**src/rtl/mont_exp_ctrl_if.sv**
```systemverilog
// mont_exp_ctrl_if: bus between the exponentiation sequencer and one mont_mult instance
// Signals: md_start - one-cycle multiply request; mm_len/mm_a/mm_b/mm_mod - operands
//          md_end - multiply completion pulse; mm_in - product, valid with md_end
// Modports: master (sequencer side), slave (multiplier side)
interface mont_exp_ctrl_if #(
   parameter int WIDTH = 32,
   parameter int LEN_W = 8
);
   logic             md_start;
   logic [LEN_W-1:0] mm_len;
   logic [WIDTH-1:0] mm_a;
   logic [WIDTH-1:0] mm_b;
   logic [WIDTH-1:0] mm_mod;
   logic             md_end;
   logic [WIDTH-1:0] mm_in;
   modport master (output md_start, mm_len, mm_a, mm_b, mm_mod, input md_end, mm_in);
   modport slave (input md_start, mm_len, mm_a, mm_b, mm_mod, output md_end, mm_in);
endinterface

```
**src/rtl/mont_exp_ctrl.sv**
```systemverilog
// mont_exp_ctrl: left-to-right square-and-multiply modular exponentiation sequencer for one mont_mult
// Ports: clk, rstn             - clock, asynchronous active-low reset
//        start                 - one-cycle request, accepted only when idle
//        len, base, exponent,
//        exp_len, modulus,
//        r2_mod                - host operands, registered on an accepted start
//        busy, done, err       - status; err (timeout) is valid with done
//        result                - base^exponent mod modulus, held until the next completion
//        mm                    - multiplier bus (master modport)
// Optional feature: define MEXP_TIMEOUT_EN for a TIMEOUT-cycle md_end watchdog
module mont_exp_ctrl #(
   parameter int WIDTH   = 32,
   parameter int LEN_W   = 8,
   parameter int TIMEOUT = 65535
) (
   input  logic             clk,
   input  logic             rstn,
   input  logic             start,
   input  logic [LEN_W-1:0] len,
   input  logic [WIDTH-1:0] base,
   input  logic [WIDTH-1:0] exponent,
   input  logic [5:0]       exp_len,
   input  logic [WIDTH-1:0] modulus,
   input  logic [WIDTH-1:0] r2_mod,
   output logic             busy,
   output logic             done,
   output logic             err,
   output logic [WIDTH-1:0] result,
   mont_exp_ctrl_if.master  mm
);
   typedef enum logic [2:0] {IDLE, CONV_B, CONV_1, SQR, MUL, FINAL, DONE} state_t;
   localparam logic [WIDTH-1:0] ONE = WIDTH'(1);
   state_t           state_q, state_d;
   logic             waiting_q, waiting_d;
   logic [5:0]       idx_q, idx_d, el_q, el_d;
   logic [LEN_W-1:0] len_q, len_d;
   logic [WIDTH-1:0] base_q, base_d, exp_q, exp_d, mod_q, mod_d, r2_q, r2_d;
   logic [WIDTH-1:0] acc_q, acc_d, bm_q, bm_d, res_q, res_d;
   logic             op, issue, fin, bit_i;
`ifdef MEXP_TIMEOUT_EN
   logic             err_q, err_d, tmo;
   logic [15:0]      wd_q, wd_d;
   assign tmo = op && waiting_q && !mm.md_end && wd_q == 16'(TIMEOUT - 1);
   assign err = err_q;
`else
   logic             unused_timeout;
   assign unused_timeout = ^TIMEOUT;
   assign err = 1'b0;
`endif
   assign op     = state_q != IDLE && state_q != DONE;
   // issue phase is the single cycle before waiting is set, so md_start is one cycle wide
   assign issue  = op && !waiting_q;
   assign fin    = op && waiting_q && mm.md_end;
   assign bit_i  = |(exp_q & (ONE << idx_q));
   assign busy   = state_q != IDLE;
   assign done   = state_q == DONE;
   assign result = res_q;
   assign mm.md_start = issue;
   assign mm.mm_len   = len_q;
   assign mm.mm_mod   = mod_q;
   assign mm.mm_a = state_q == CONV_B ? base_q :
                    state_q == CONV_1 ? ONE :
                    (state_q == SQR || state_q == MUL || state_q == FINAL) ? acc_q : '0;
   assign mm.mm_b = (state_q == CONV_B || state_q == CONV_1) ? r2_q :
                    state_q == SQR ? acc_q :
                    state_q == MUL ? bm_q :
                    state_q == FINAL ? ONE : '0;
   always_comb begin
      state_d = state_q;
      idx_d   = idx_q;
      el_d    = el_q;
      len_d   = len_q;
      base_d  = base_q;
      exp_d   = exp_q;
      mod_d   = mod_q;
      r2_d    = r2_q;
      acc_d   = acc_q;
      bm_d    = bm_q;
      res_d   = res_q;
`ifdef MEXP_TIMEOUT_EN
      err_d   = err_q;
      wd_d    = issue ? '0 : waiting_q ? wd_q + 16'd1 : wd_q;
`endif
      case (state_q)
         IDLE: if (start) begin
            state_d = CONV_B;
            el_d    = exp_len;
            len_d   = len;
            base_d  = base;
            exp_d   = exponent;
            mod_d   = modulus;
            r2_d    = r2_mod;
`ifdef MEXP_TIMEOUT_EN
            err_d   = 1'b0;
`endif
         end
         CONV_B: if (fin) begin
            bm_d    = mm.mm_in;
            state_d = CONV_1;
         end
         CONV_1: if (fin) begin
            acc_d   = mm.mm_in;
            idx_d   = el_q - 6'd1;
            state_d = el_q == 6'd0 ? FINAL : SQR;
         end
         // idx_q points at the exponent bit being processed; it steps down once that bit is finished
         SQR: if (fin) begin
            acc_d   = mm.mm_in;
            idx_d   = bit_i ? idx_q : idx_q - 6'd1;
            state_d = bit_i ? MUL : idx_q == 6'd0 ? FINAL : SQR;
         end
         MUL: if (fin) begin
            acc_d   = mm.mm_in;
            idx_d   = idx_q - 6'd1;
            state_d = idx_q == 6'd0 ? FINAL : SQR;
         end
         FINAL: if (fin) begin
            res_d   = mm.mm_in;
            state_d = DONE;
         end
         default: state_d = IDLE;
      endcase
      waiting_d = issue ? 1'b1 : fin ? 1'b0 : waiting_q;
`ifdef MEXP_TIMEOUT_EN
      if (tmo) begin
         state_d   = DONE;
         waiting_d = 1'b0;
         err_d     = 1'b1;
         res_d     = '0;
      end
`endif
   end
   always_ff @(posedge clk or negedge rstn) begin
      if (!rstn) begin
         state_q   <= IDLE;
         waiting_q <= 1'b0;
         idx_q     <= '0;
         el_q      <= '0;
         len_q     <= '0;
         base_q    <= '0;
         exp_q     <= '0;
         mod_q     <= '0;
         r2_q      <= '0;
         acc_q     <= '0;
         bm_q      <= '0;
         res_q     <= '0;
`ifdef MEXP_TIMEOUT_EN
         err_q     <= 1'b0;
         wd_q      <= '0;
`endif
      end else begin
         state_q   <= state_d;
         waiting_q <= waiting_d;
         idx_q     <= idx_d;
         el_q      <= el_d;
         len_q     <= len_d;
         base_q    <= base_d;
         exp_q     <= exp_d;
         mod_q     <= mod_d;
         r2_q      <= r2_d;
         acc_q     <= acc_d;
         bm_q      <= bm_d;
         res_q     <= res_d;
`ifdef MEXP_TIMEOUT_EN
         err_q     <= err_d;
         wd_q      <= wd_d;
`endif
      end
   end
endmodule

```
**src/flat_wrapper.sv**
```systemverilog
// flat-port wrapper written by rule: the top's interface ports become plain ports
module mont_exp_ctrl_flat 
#(
   parameter int WIDTH   = 32,
   parameter int LEN_W   = 8,
   parameter int TIMEOUT = 65535
)
  (clk, rstn, start, len, base, exponent, exp_len, modulus, r2_mod, busy, done, err, result, mm_md_start, mm_mm_len, mm_mm_a, mm_mm_b, mm_mm_mod, mm_md_end, mm_mm_in);
  mont_exp_ctrl_if #(.WIDTH(WIDTH), .LEN_W(LEN_W)) mm_i ();
  input  logic clk;
  input  logic rstn;
  input  logic start;
  input  logic [LEN_W-1:0] len;
  input  logic [WIDTH-1:0] base;
  input  logic [WIDTH-1:0] exponent;
  input  logic [5:0] exp_len;
  input  logic [WIDTH-1:0] modulus;
  input  logic [WIDTH-1:0] r2_mod;
  output logic busy;
  output logic done;
  output logic err;
  output logic [WIDTH-1:0] result;
  output wire logic [$bits(mm_i.md_start)-1:0] mm_md_start;
  output wire logic [$bits(mm_i.mm_len)-1:0] mm_mm_len;
  output wire logic [$bits(mm_i.mm_a)-1:0] mm_mm_a;
  output wire logic [$bits(mm_i.mm_b)-1:0] mm_mm_b;
  output wire logic [$bits(mm_i.mm_mod)-1:0] mm_mm_mod;
  input wire logic [$bits(mm_i.md_end)-1:0] mm_md_end;
  input wire logic [$bits(mm_i.mm_in)-1:0] mm_mm_in;
  assign mm_md_start = mm_i.md_start;
  assign mm_mm_len = mm_i.mm_len;
  assign mm_mm_a = mm_i.mm_a;
  assign mm_mm_b = mm_i.mm_b;
  assign mm_mm_mod = mm_i.mm_mod;
  assign mm_i.md_end = mm_md_end;
  assign mm_i.mm_in = mm_mm_in;
  mont_exp_ctrl #(.WIDTH(WIDTH), .LEN_W(LEN_W), .TIMEOUT(TIMEOUT)) u_core (.clk(clk), .rstn(rstn), .start(start), .len(len), .base(base), .exponent(exponent), .exp_len(exp_len), .modulus(modulus), .r2_mod(r2_mod), .busy(busy), .done(done), .err(err), .result(result), .mm(mm_i));
endmodule
```
**config.mk**
```make
export PLATFORM = sky130hd
export DESIGN_NAME = mont_exp_ctrl_flat
export DESIGN_NICKNAME = d
export VERILOG_FILES = /design/src/rtl/mont_exp_ctrl_if.sv /design/src/rtl/mont_exp_ctrl.sv /design/src/flat_wrapper.sv
export SDC_FILE = /design/constraint.sdc
export NUM_CORES = 1
export LEC_CHECK = 0
export ABC_AREA = 1
export BUFFER_PORTS_ARGS = -buffer_cell sky130_fd_sc_hd__buf_2
export CAP_MARGIN = 20
export CORE_MARGIN = 10
export CORE_UTILIZATION = 47
export CTS_CLUSTER_SIZE = 30
export DETAILED_ROUTE_END_ITERATION = 7
export PLACE_DENSITY_LB_ADDON = 0.2
export RECOVER_POWER = 50
export SLEW_MARGIN = 20
export SYNTH_ARGS = -nofsm -noshare
export SYNTH_HDL_FRONTEND = slang
export SYNTH_SLANG_ARGS = --single-unit
```
**constraint.sdc**
```tcl
create_clock -name clk -period 1.8 [get_ports clk]
set_clock_uncertainty 0.1 [all_clocks]
set_input_delay 0.36 -clock clk [delete_from_list [all_inputs] [get_ports clk]]
set_output_delay 0.36 -clock clk [all_outputs]
set_load 0.01 [all_outputs]
```
==> Word level (Yosys, flattened, before mapping) <==
Index checks and enable logic that the tools add are counted.
{ "totals": {"reg_bits": 248, "latchBits": 0, "ram_bits": 0, "mem_bits_ro": 0, "elab_cells": 76, "mem_count": 0} }
{ "classes": {"add_sub_neg": 2, "multipliers": 0, "div": 0, "order_cmp": 0, "eq_ne": 14, "n_shift": 1, "muxes": 24, "n_bitwise": 1, "reduce_logical": 22} }
{ "ops": {"columns": ["operator", "n"], "rows": [
  ["32-bit 2-to-1 mux", 6],
  ["32-bit bitwise AND", 1],
  ["32-bit OR reduction", 1],
  ["1-bit by 6-bit << shifter with 32-bit output (first input constant)", 1],
  ["3-bit 2-to-1 mux", 9],
  ["6-bit 2-to-1 mux", 4],
  ["3-bit one-hot mux with 6 select lines", 1],
  ["6-bit one-hot mux with 3 select lines", 1],
  ["6-bit logical NOT", 2],
  ["6-bit by 1-bit subtractor with 6-bit output (second input constant)", 2],
  ["2-bit by 1-bit != test with 1-bit output (second input constant)", 5],
  ["3-bit == test (second input constant)", 3],
  ["2-bit AND reduction", 4],
  ["3-bit by 2-bit == test with 1-bit output (second input constant)", 2],
  ["6-bit AND reduction", 1],
  ["3-bit nonzero test", 2],
  ["5-bit AND reduction", 1],
  ["1-bit logical AND", 4],
  ["2-bit != test (second input constant)", 2],
  ["3-bit by 1-bit == test with 1-bit output (second input constant)", 1],
  ["3-bit logical NOT", 1],
  ["1-bit logical OR", 3],
  ["1-bit 2-to-1 mux", 3],
  ["3-bit != test (second input constant)", 1],
  ["3 further kinds", 3]
]} }

==> Longest topological paths before layout <==
Gate-level depths: netlist (run 1).
{ "depth": {"depth_word": 6, "mapped_depth": 13} }

==> Worst setup path after synthesis (run 1) <==
No wires, ideal clock.
{ "synth_timing": {"path_type": "reg-to-output", "startpoint": "reg u_core.state_q[0]", "endpoint": "out mm_mm_b[10]", "arrival_ps": 1548, "required_ps": 1340, "slack_ps": -208, "path_stages_with_launch": 10, "path_buffers": 1, "cell_sequence": "dfrtp_1 -> inv_2 -> nor2_1 -> inv_2 -> nor2_1 -> inv_1 -> nand2_1 -> buf_2 -> a22oi_1 -> nand2_1"} }
{ "synth_between": {"elab_chain_cells": 4} }
{ "synth_rtl": {"columns": ["item", "line", "source"], "rows": [
  ["from (decl)", "mont_exp_ctrl.sv:33", "state_t state_q, state_d;"],
  ["from (signal assigned)", "mont_exp_ctrl.sv:152", "state_q <= state_d;"],
  ["3-bit == test", "mont_exp_ctrl.sv:66", "state_q == MUL ? bm_q :"],
  ["32-bit 2-to-1 mux", "mont_exp_ctrl.sv:66", null],
  ["32-bit 2-to-1 mux", "mont_exp_ctrl.sv:65", "state_q == SQR ? acc_q :"],
  ["32-bit 2-to-1 mux *", "mont_exp_ctrl.sv:64", "assign mm.mm_b = (state_q == CONV_B || state_q == CONV_1) ? r2_q :"],
  ["to (decl)", "flat_wrapper.sv:26", "output wire logic [$bits(mm_i.mm_b)-1:0] mm_mm_b;"]
]} }
Mark *: on every way between the ends. The rest lies on a longest branch, timed or not.

==> Worst setup path in the final report (run 1) <==
{ "layout_timing": {"startpoint": "reg u_core.state_q[1]", "endpoint": "out mm_mm_b[20]"} }
The elaborated chain is that of the path after synthesis.

==> results of run 1 <==
==> cell usage after synthesis, drive strengths merged <==
master,number
mux2,142
nand3,48
xor2,1
dfrtp,248
nor2,60
a22oi,31
clkinv,1
inv,48
ha,1
nand2,254
a221oi,1
conb,1
mux2i,1
nand4,26
xnor2,3
or2,1
buf,26
o21ai,78
clkbuf,31
nor4,1
a21oi,34
a31oi,1
o22ai,2
==> power by group through the flow <==
stage | Clock [mW] | Sequential, mW | Combinational [mW]
after CTS | 5.91 | 9.99 | 13.7
final | 5.87 | 10.4 | 17.0
after global placement | 0 | 9.90 | 11.6
after detailed placement | 0 | 9.98 | 11.9
after global routing | 6.17 | 10.7 | 18.2
after floorplan | 0 | 9.95 | 6.55
==> state kept, by name (all words and copies together), names as in the netlist <==
register / count
u_core.acc_q: 32
u_core.base_q: 32
u_core.bm_q: 32
u_core.el_q: 6
u_core.exp_q: 32
u_core.idx_q: 6
u_core.mm.mm_len: 8
u_core.mm.mm_mod: 32
u_core.r2_q: 32
u_core.result: 32
u_core.state_q: 3
u_core.waiting_q: 1
==> what timing repair did <==
action,4_1_cts,5_1_grt
buffers inserted,12,28
hold buffers,147,0
pin swaps,6,24
gates resized for setup,85,281
hold endpoints to repair,231,0
cloned,7,25
setup endpoints to repair,278,293
==> cell type report <==
class                      instances  area (µm²)  area share, %
antenna                            2       5.005        0.02786
clock buffer                      41       860.8          4.791
clock inverter                     8       93.84         0.5223
inverter                          49       216.5          1.205
multi-input combinational        689        5082          28.29
sequential                       248        6212          34.58
tap                              285       356.6          1.985
timing repair buffer             595        5140          28.61
==> cells by family (layout without fill, tap and decap cells) <==
family / after synthesis / in the layout / share of synthesized area, %
compound gates: 147 / 147 / 7.736
xor+xnor: 4 / 4 / 0.3258
fa+ha+maj: 1 / 1 / 0.1163
buf+inv: 106 / 693 / 4.072
flops: 248 / 248 / 57.70
mux: 143 / 143 / 14.96
other cells: 1 / 3 / 0.03487
simple gates: 390 / 393 / 15.05
==> path summary, 6_finish.rpt <==
path	to	depth (start not counted)	slack, ns	startpoint
worst max-delay path	mm_mm_b[20]	9	-0.65	u_core.state_q[1]$_DFFE_PN0P_
worst min-delay path	u_core.acc_q[17]$_DFFE_PN0P_	3	-0.0006	mm_mm_in[17]
worst max register to register	u_core.idx_q[3]$_DFFE_PN0P_	14	-0.24	u_core.state_q[0]$_DFFE_PN0P_
worst min register to register	u_core.mm.mm_mod[22]$_DFFE_PN0P_	1	0.40	u_core.mm.mm_mod[22]$_DFFE_PN0P_
max in group asynchronous	u_core.acc_q[14]$_DFFE_PN0P_	3	0.17	rstn
min in group asynchronous	u_core.result[20]$_DFFE_PN0P_	2	0.49	rstn
==> tightest hold or removal path, stage by stage <==
cell and delay, ns:
buf_2 0.07, inv_1 0.07, o21ai_2 0.11
==> through the flow <==
stage	setup WS, ns	power, mW	util [%]
after floorplan	-0.02596	16.50	-
after global placement	-0.08956	21.54	58.80
after detailed placement	-0.1637	21.89	58.80
after CTS	-0.6388	29.65	72.31
after global routing	-0.7335	35.02	79.58
final	-0.6534	33.35	79.60
==> layer usage <==
metal  up-vias  GRT usage (%)
met3        83          4.974
met5         -              0
li1       4683              -
met2       434          42.09
met1      5136          29.02
met4         0          8.355
==> flow_summary_export.csv, run 1 <==
group,metric,value,unit
global_routing,grt_pass1_wl,56420,µm
global_routing,grt-ovfl-total,0,
worst_setup_path,crit_path_end_kind,"output port",
drt,num_vias,10336,
worst_setup_path,path_delay_family,"flip-flops",
clock_tree,worstSkewPairLatency,0.54,ns
sta,max_freq,407.6,MHz
place,dpl_cell_area,0.01327,mm²
clock_tree,cts-root-buf,"clkbuf_16",
final_layout,mostFrequentLayoutCells,"buf_2, dfrtp_1, nand2_1, dlygate4sd3_1, mux2_2",
final_layout,instances_no_fill,1917,
status,violations,"hold timing, setup timing",
sta,period_minus_slack,2.453,ns
sta,finalHoldViolations,1,
final_layout,final_nets,1790,
global_routing,first_global_vias,10461,
clock_tree,h-tree-depth,1,
drt,drtIter0Drc,884,
sta,setup_ws,-0.6534,ns
logic_synthesis,yosys.area.top_type,"dfrtp_1",
drt,wl_met3,2567,µm
run,cap_violations,0,
sta,rsz0062_at_grt,"true",
global_routing,grt_max_degree,48,
place,place.gp.congestion,0.8235,
final_layout,fillers,1320,
logic_synthesis,ys_seq_area_share,57.70,%
clock_tree,cts_buffer_depth,3,
place,dpl.cell_count,1659,
status,status,"finished, violations left",
worst_setup_path,crit_path_max_incr_delay,0.46,ns
worst_setup_path,path_cells,"nor2_4, inv_2, nor2_4, inv_2, nand2_8, buf_12, a22oi_2, nand2_1, buf_2",
floorplanning,fp.coreArea,0.02257,mm²
worst_setup_path,crit_slowest_cell,"dfrtp_2",
drt,wire_per_inst,21.59,µm
clock_tree,clkTransAtPathRegs,0.06,ns
floorplanning,die_h,171.3,µm
clock_tree,cts_tree,"yes",
logic_synthesis,yosysUniqueCellTypes,32,
place,port_buffers,316,
sta,setup_viol,282,
worst_setup_path,cp.required,1.34,ns
floorplanning,io-pin-count,318,
min_path,holdCritPathClass,"input pin to register",
logic_synthesis,yosys_register_bits,248,
final_layout,drive_above_1_share,50.86,%
sta,whs,-0.0005779,ns
final_layout,fin_area,0.01797,mm²
drt,wl_met1,16090,µm
logic_synthesis,netlist_area,0.01076,mm²
drt,vias_per_cell,5.392,
worst_setup_path,crit_type,"register to output port",
sta,finalSetupTns,-68.91,ns
clock_tree,clkSinkCount,248,
sta,worst_slew_pin_slew,1.171,ns
power_and_ir_drop,ir_worst_vdd,1.281,mV
power_and_ir_drop,seq_power_share,31.3,%
final_layout,final_common_cell,"buf_2",
power_and_ir_drop,p_int,20.64,mW
drt,met2_length,21420,µm
power_and_ir_drop,power_frac_clock,17.6,%
power_and_ir_drop,switchingPower,12.71,mW
final_layout,syn2layout_area_growth,67.05,%
global_routing,grt_use_total,24.14,%
global_routing,grt_antenna_before_repair,0,
drt,ant_nets,0,
power_and_ir_drop,p_leak,8.927,nW
worst_setup_path,critPathLaunchType,"register",
drt,remaining_drc_errors,0,
logic_synthesis,syn-num-nets,1219,
logic_synthesis,ys_top_cells_by_area,"dfrtp_1, mux2_2, nand2_1",
logic_synthesis,synth.avg_cell_area,10.34,µm²
power_and_ir_drop,powerDensity,1856,mW/mm²
sta,slew_viol_final,0,
logic_synthesis,yosys_warnings,0,
place,dpl.hpwl,23510,µm
logic_synthesis,yosysTopAreaCellShare,57.70,%
sta,min_period_over_period,136.3,%
logic_synthesis,synth_cells,1040,
worst_setup_path,arrival,1.99,ns
worst_setup_path,path_buf_inv,4,
clock_tree,numCtsBuffers,28,
floorplanning,num_rows,55,
sta,maxSlewHeadroom,21.90,%
drt,dr.pass1.iters,5,
floorplanning,start_util,47.65,%
drt,finalWirelength,41380,µm
floorplanning,die_area,0.02934,mm²
power_and_ir_drop,netSwitchingFraction,38.10,%
drt,routed.top_layer,"met4",
power_and_ir_drop,pwr-share-comb,51.1,%
floorplanning,dieWidth,171.3,µm
worst_setup_path,crit_fanout,9,
No activity file was read; power rests on OpenSTA's default activity.
==> inputs of run 2 (changes only) <==
--- a/config.mk
+++ b/config.mk
@@ -9,7 +9,7 @@
 export BUFFER_PORTS_ARGS = -buffer_cell sky130_fd_sc_hd__buf_2
 export CAP_MARGIN = 20
 export CORE_MARGIN = 10
-export CORE_UTILIZATION = 47
+export CORE_UTILIZATION = 44
 export CTS_CLUSTER_SIZE = 30
 export DETAILED_ROUTE_END_ITERATION = 7
 export PLACE_DENSITY_LB_ADDON = 0.2
==> flow_summary_export.csv, run 2 (synthesis gave the netlist of run 1 again) <==
group,metric,value,unit
final_layout,multiInputGateArea,0.004436,mm²
drt,ant_nets,0,
drt,finalWirelength,36990,µm
final_layout,final_common_cell,"buf_2",
final_layout,fin_area,0.01648,mm²
final_layout,syn2layout_area_growth,53.26,%
place,port_buffers,316,
worst_setup_path,crit_slowest_cell,"dfrtp_1",
floorplanning,fp.coreArea,0.02418,mm²
drt,remaining_drc_errors,0,
sta,setup_viol,253,
sta,min_period_over_period,134.6,%
min_path,holdCritPathClass,"input pin to register",
worst_setup_path,crit_path_max_incr_delay,0.38,ns
place,dpl.hpwl,23580,µm
worst_setup_path,cp.required,1.34,ns
clock_tree,numCtsBuffers,27,
clock_tree,cts-root-buf,"clkbuf_16",
worst_setup_path,crit_path_end_kind,"output port",
floorplanning,num_rows,57,
power_and_ir_drop,powerDensity,1772,mW/mm²
floorplanning,dieWidth,176.3,µm
worst_setup_path,critPathLaunchType,"register",
worst_setup_path,crit_fanout,18,
power_and_ir_drop,ir_worst_vdd,1.092,mV
global_routing,grt_max_degree,69,
worst_setup_path,path_buf_inv,5,
global_routing,grt-ovfl-total,0,
sta,maxSlewHeadroom,32.96,%
worst_setup_path,r2r_start,"u_core.state_q[1]$_DFFE_PN0P_",
place,place.gp.congestion,0.7962,
drt,num_vias,9708,
worst_setup_path,arrival,1.96,ns
sta,worst_slew_pin_slew,1.006,ns
drt,vias_per_cell,5.033,
floorplanning,io-pin-count,318,
sta,finalHoldViolations,0,
clock_tree,worstSkewPairLatency,0.54,ns
worst_setup_path,crit_type,"register to output port",
final_layout,drive_above_1_share,41.94,%
sta,rsz0062_at_grt,"true",
sta,max_freq,412.7,MHz
final_layout,final_util,68.18,%
global_routing,grt_use_total,22.08,%
global_routing,first_global_vias,10245,
drt,wire_per_inst,19.17,µm
final_layout,fillers,1807,
clock_tree,h-tree-depth,1,
global_routing,grt_antenna_before_repair,3,
floorplanning,die_h,176.3,µm
clock_tree,clkSinkCount,248,
clock_tree,cts_buffer_depth,3,
status,status,"finished, violations left",
sta,setup_ws,-0.6230,ns
global_routing,grt_pass1_wl,55610,µm
place,dpl_cell_area,0.01331,mm²
power_and_ir_drop,p_leak,8.237,nW
worst_setup_path,path_cells,"inv_2, nor2_4, inv_2, nor2_4, inv_1, nand2_4, buf_12, a22oi_1, nand2_1, buf_6",
clock_tree,cts_tree,"yes",
drt,dr.pass1.iters,5,
sta,period_minus_slack,2.423,ns
min_path,min_from,"mm_mm_in[22]",
floorplanning,die_area,0.03110,mm²
status,violations,"setup timing",
worst_setup_path,path_delay_family,"buffers and inverters",
worst_setup_path,critPathLaunch,"u_core.state_q[0]$_DFFE_PN0P_",
run,cap_violations,0,
clock_tree,clkTransAtPathRegs,0.06,ns
floorplanning,start_util,44.49,%
power_and_ir_drop,power.total,29.21,mW
final_layout,register_area,0.006211,mm²
final_layout,mostFrequentLayoutCells,"buf_2, dfrtp_1, nand2_1, dlygate4sd3_1, mux2_2",
final_layout,final_nets,1762,
sta,slew_viol_final,0,
drt,drtIter0Drc,554,
-- run 2: cell types whose count changed in the layout (fill, tap and decap cells not counted), moves of 14 or more --
| cell | delta |
|---|---|
| nand2_4 | -22 |
| a22oi_2 | -15 |
| mux2_2 | +25 |
| o21ai_2 | -27 |
| o21ai_1 | +17 |
| nand2_1 | +47 |
| nand2_2 | -24 |
| clkbuf_16 | -14 |
| buf_2 | +15 |
| buf_6 | -28 |
| mux2_4 | -25 |
| buf_12 | -17 |
| a22oi_1 | +15 |
| dlygate4sd3_1 | +16 |
-- run 2: path summary, 6_finish.rpt --
path	slack, ns	depth (start not counted)	end
min	0.03	3	u_core.result[22]$_DFFE_PN0P_
min in group asynchronous	0.43	2	u_core.result[17]$_DFFE_PN0P_
max in group asynchronous	0.21	3	u_core.mm.mm_mod[8]$_DFFE_PN0P_
max	-0.62	10	mm_mm_b[2]
min reg2reg	0.39	2	u_core.bm_q[15]$_DFFE_PN0P_
max reg2reg	-0.20	12	u_core.idx_q[5]$_DFFE_PN0P_
-- run 2: area by class of cell --
type	count	share of cell area, %
Sequential cell	248	37.68
Clock buffer	44	4.911
Multi-Input combinational cell	686	26.91
Inverter	49	1.268
Timing Repair Buffer	571	26.61
Clock inverter	2	0.08350
Antenna cell	5	0.07591
Tap cell	324	2.459
-- run 2: tightest hold or removal path, stage by stage --
cell     delay (ns)
buf_2          0.07
inv_1          0.06
a21oi_1        0.12
-- run 2: repair_timing --
action                                  CTS  global route
pin swaps                                 0             5
resized for setup                        50            60
hold endpoints to repair                391             0
endpoints found under the setup margin  263           286
buffers inserted                          3             3
cloned                                    3             9
hold buffers                            163             0
-- run 2: metal layers --
metal | share of wire, % | global-route usage, % | vias to the layer above
met5 | 0 | 0 | -
met4 | 2.9 | 7.566 | 0
met3 | 5.5 | 4.144 | 72
met2 | 51 | 38.50 | 303
met1 | 41 | 26.91 | 4735
li1 | - | - | 4598
-- run 2: where the power goes --
| group | leakage (nW) | switching (mW) | internal (mW) |
|---|---|---|---|
| logic | 4.83 | 7.08 | 6.75 |
| clock network | 0.403 | 2.21 | 3.04 |
| registers | 3.00 | 1.80 | 8.33 |
-- run 2: per-stage QoR --
| stage | setup TNS [ns] | setup WS (ns) | cells | hold WS (ns) |
|---|---|---|---|---|
| after floorplan | -0.5218 | -0.02596 | 1040 | -0.03559 |
| after global placement | -4.593 | -0.1387 | 1697 | 0.1589 |
| after detailed placement | -6.398 | -0.1580 | 1697 | 0.1610 |
| after CTS | -42.22 | -0.5938 | 1912 | 0.001974 |
| after global routing | -71.13 | -0.7186 | 1927 | 0.02739 |
| final | -48.08 | -0.6230 | 1929 | 0.02595 |
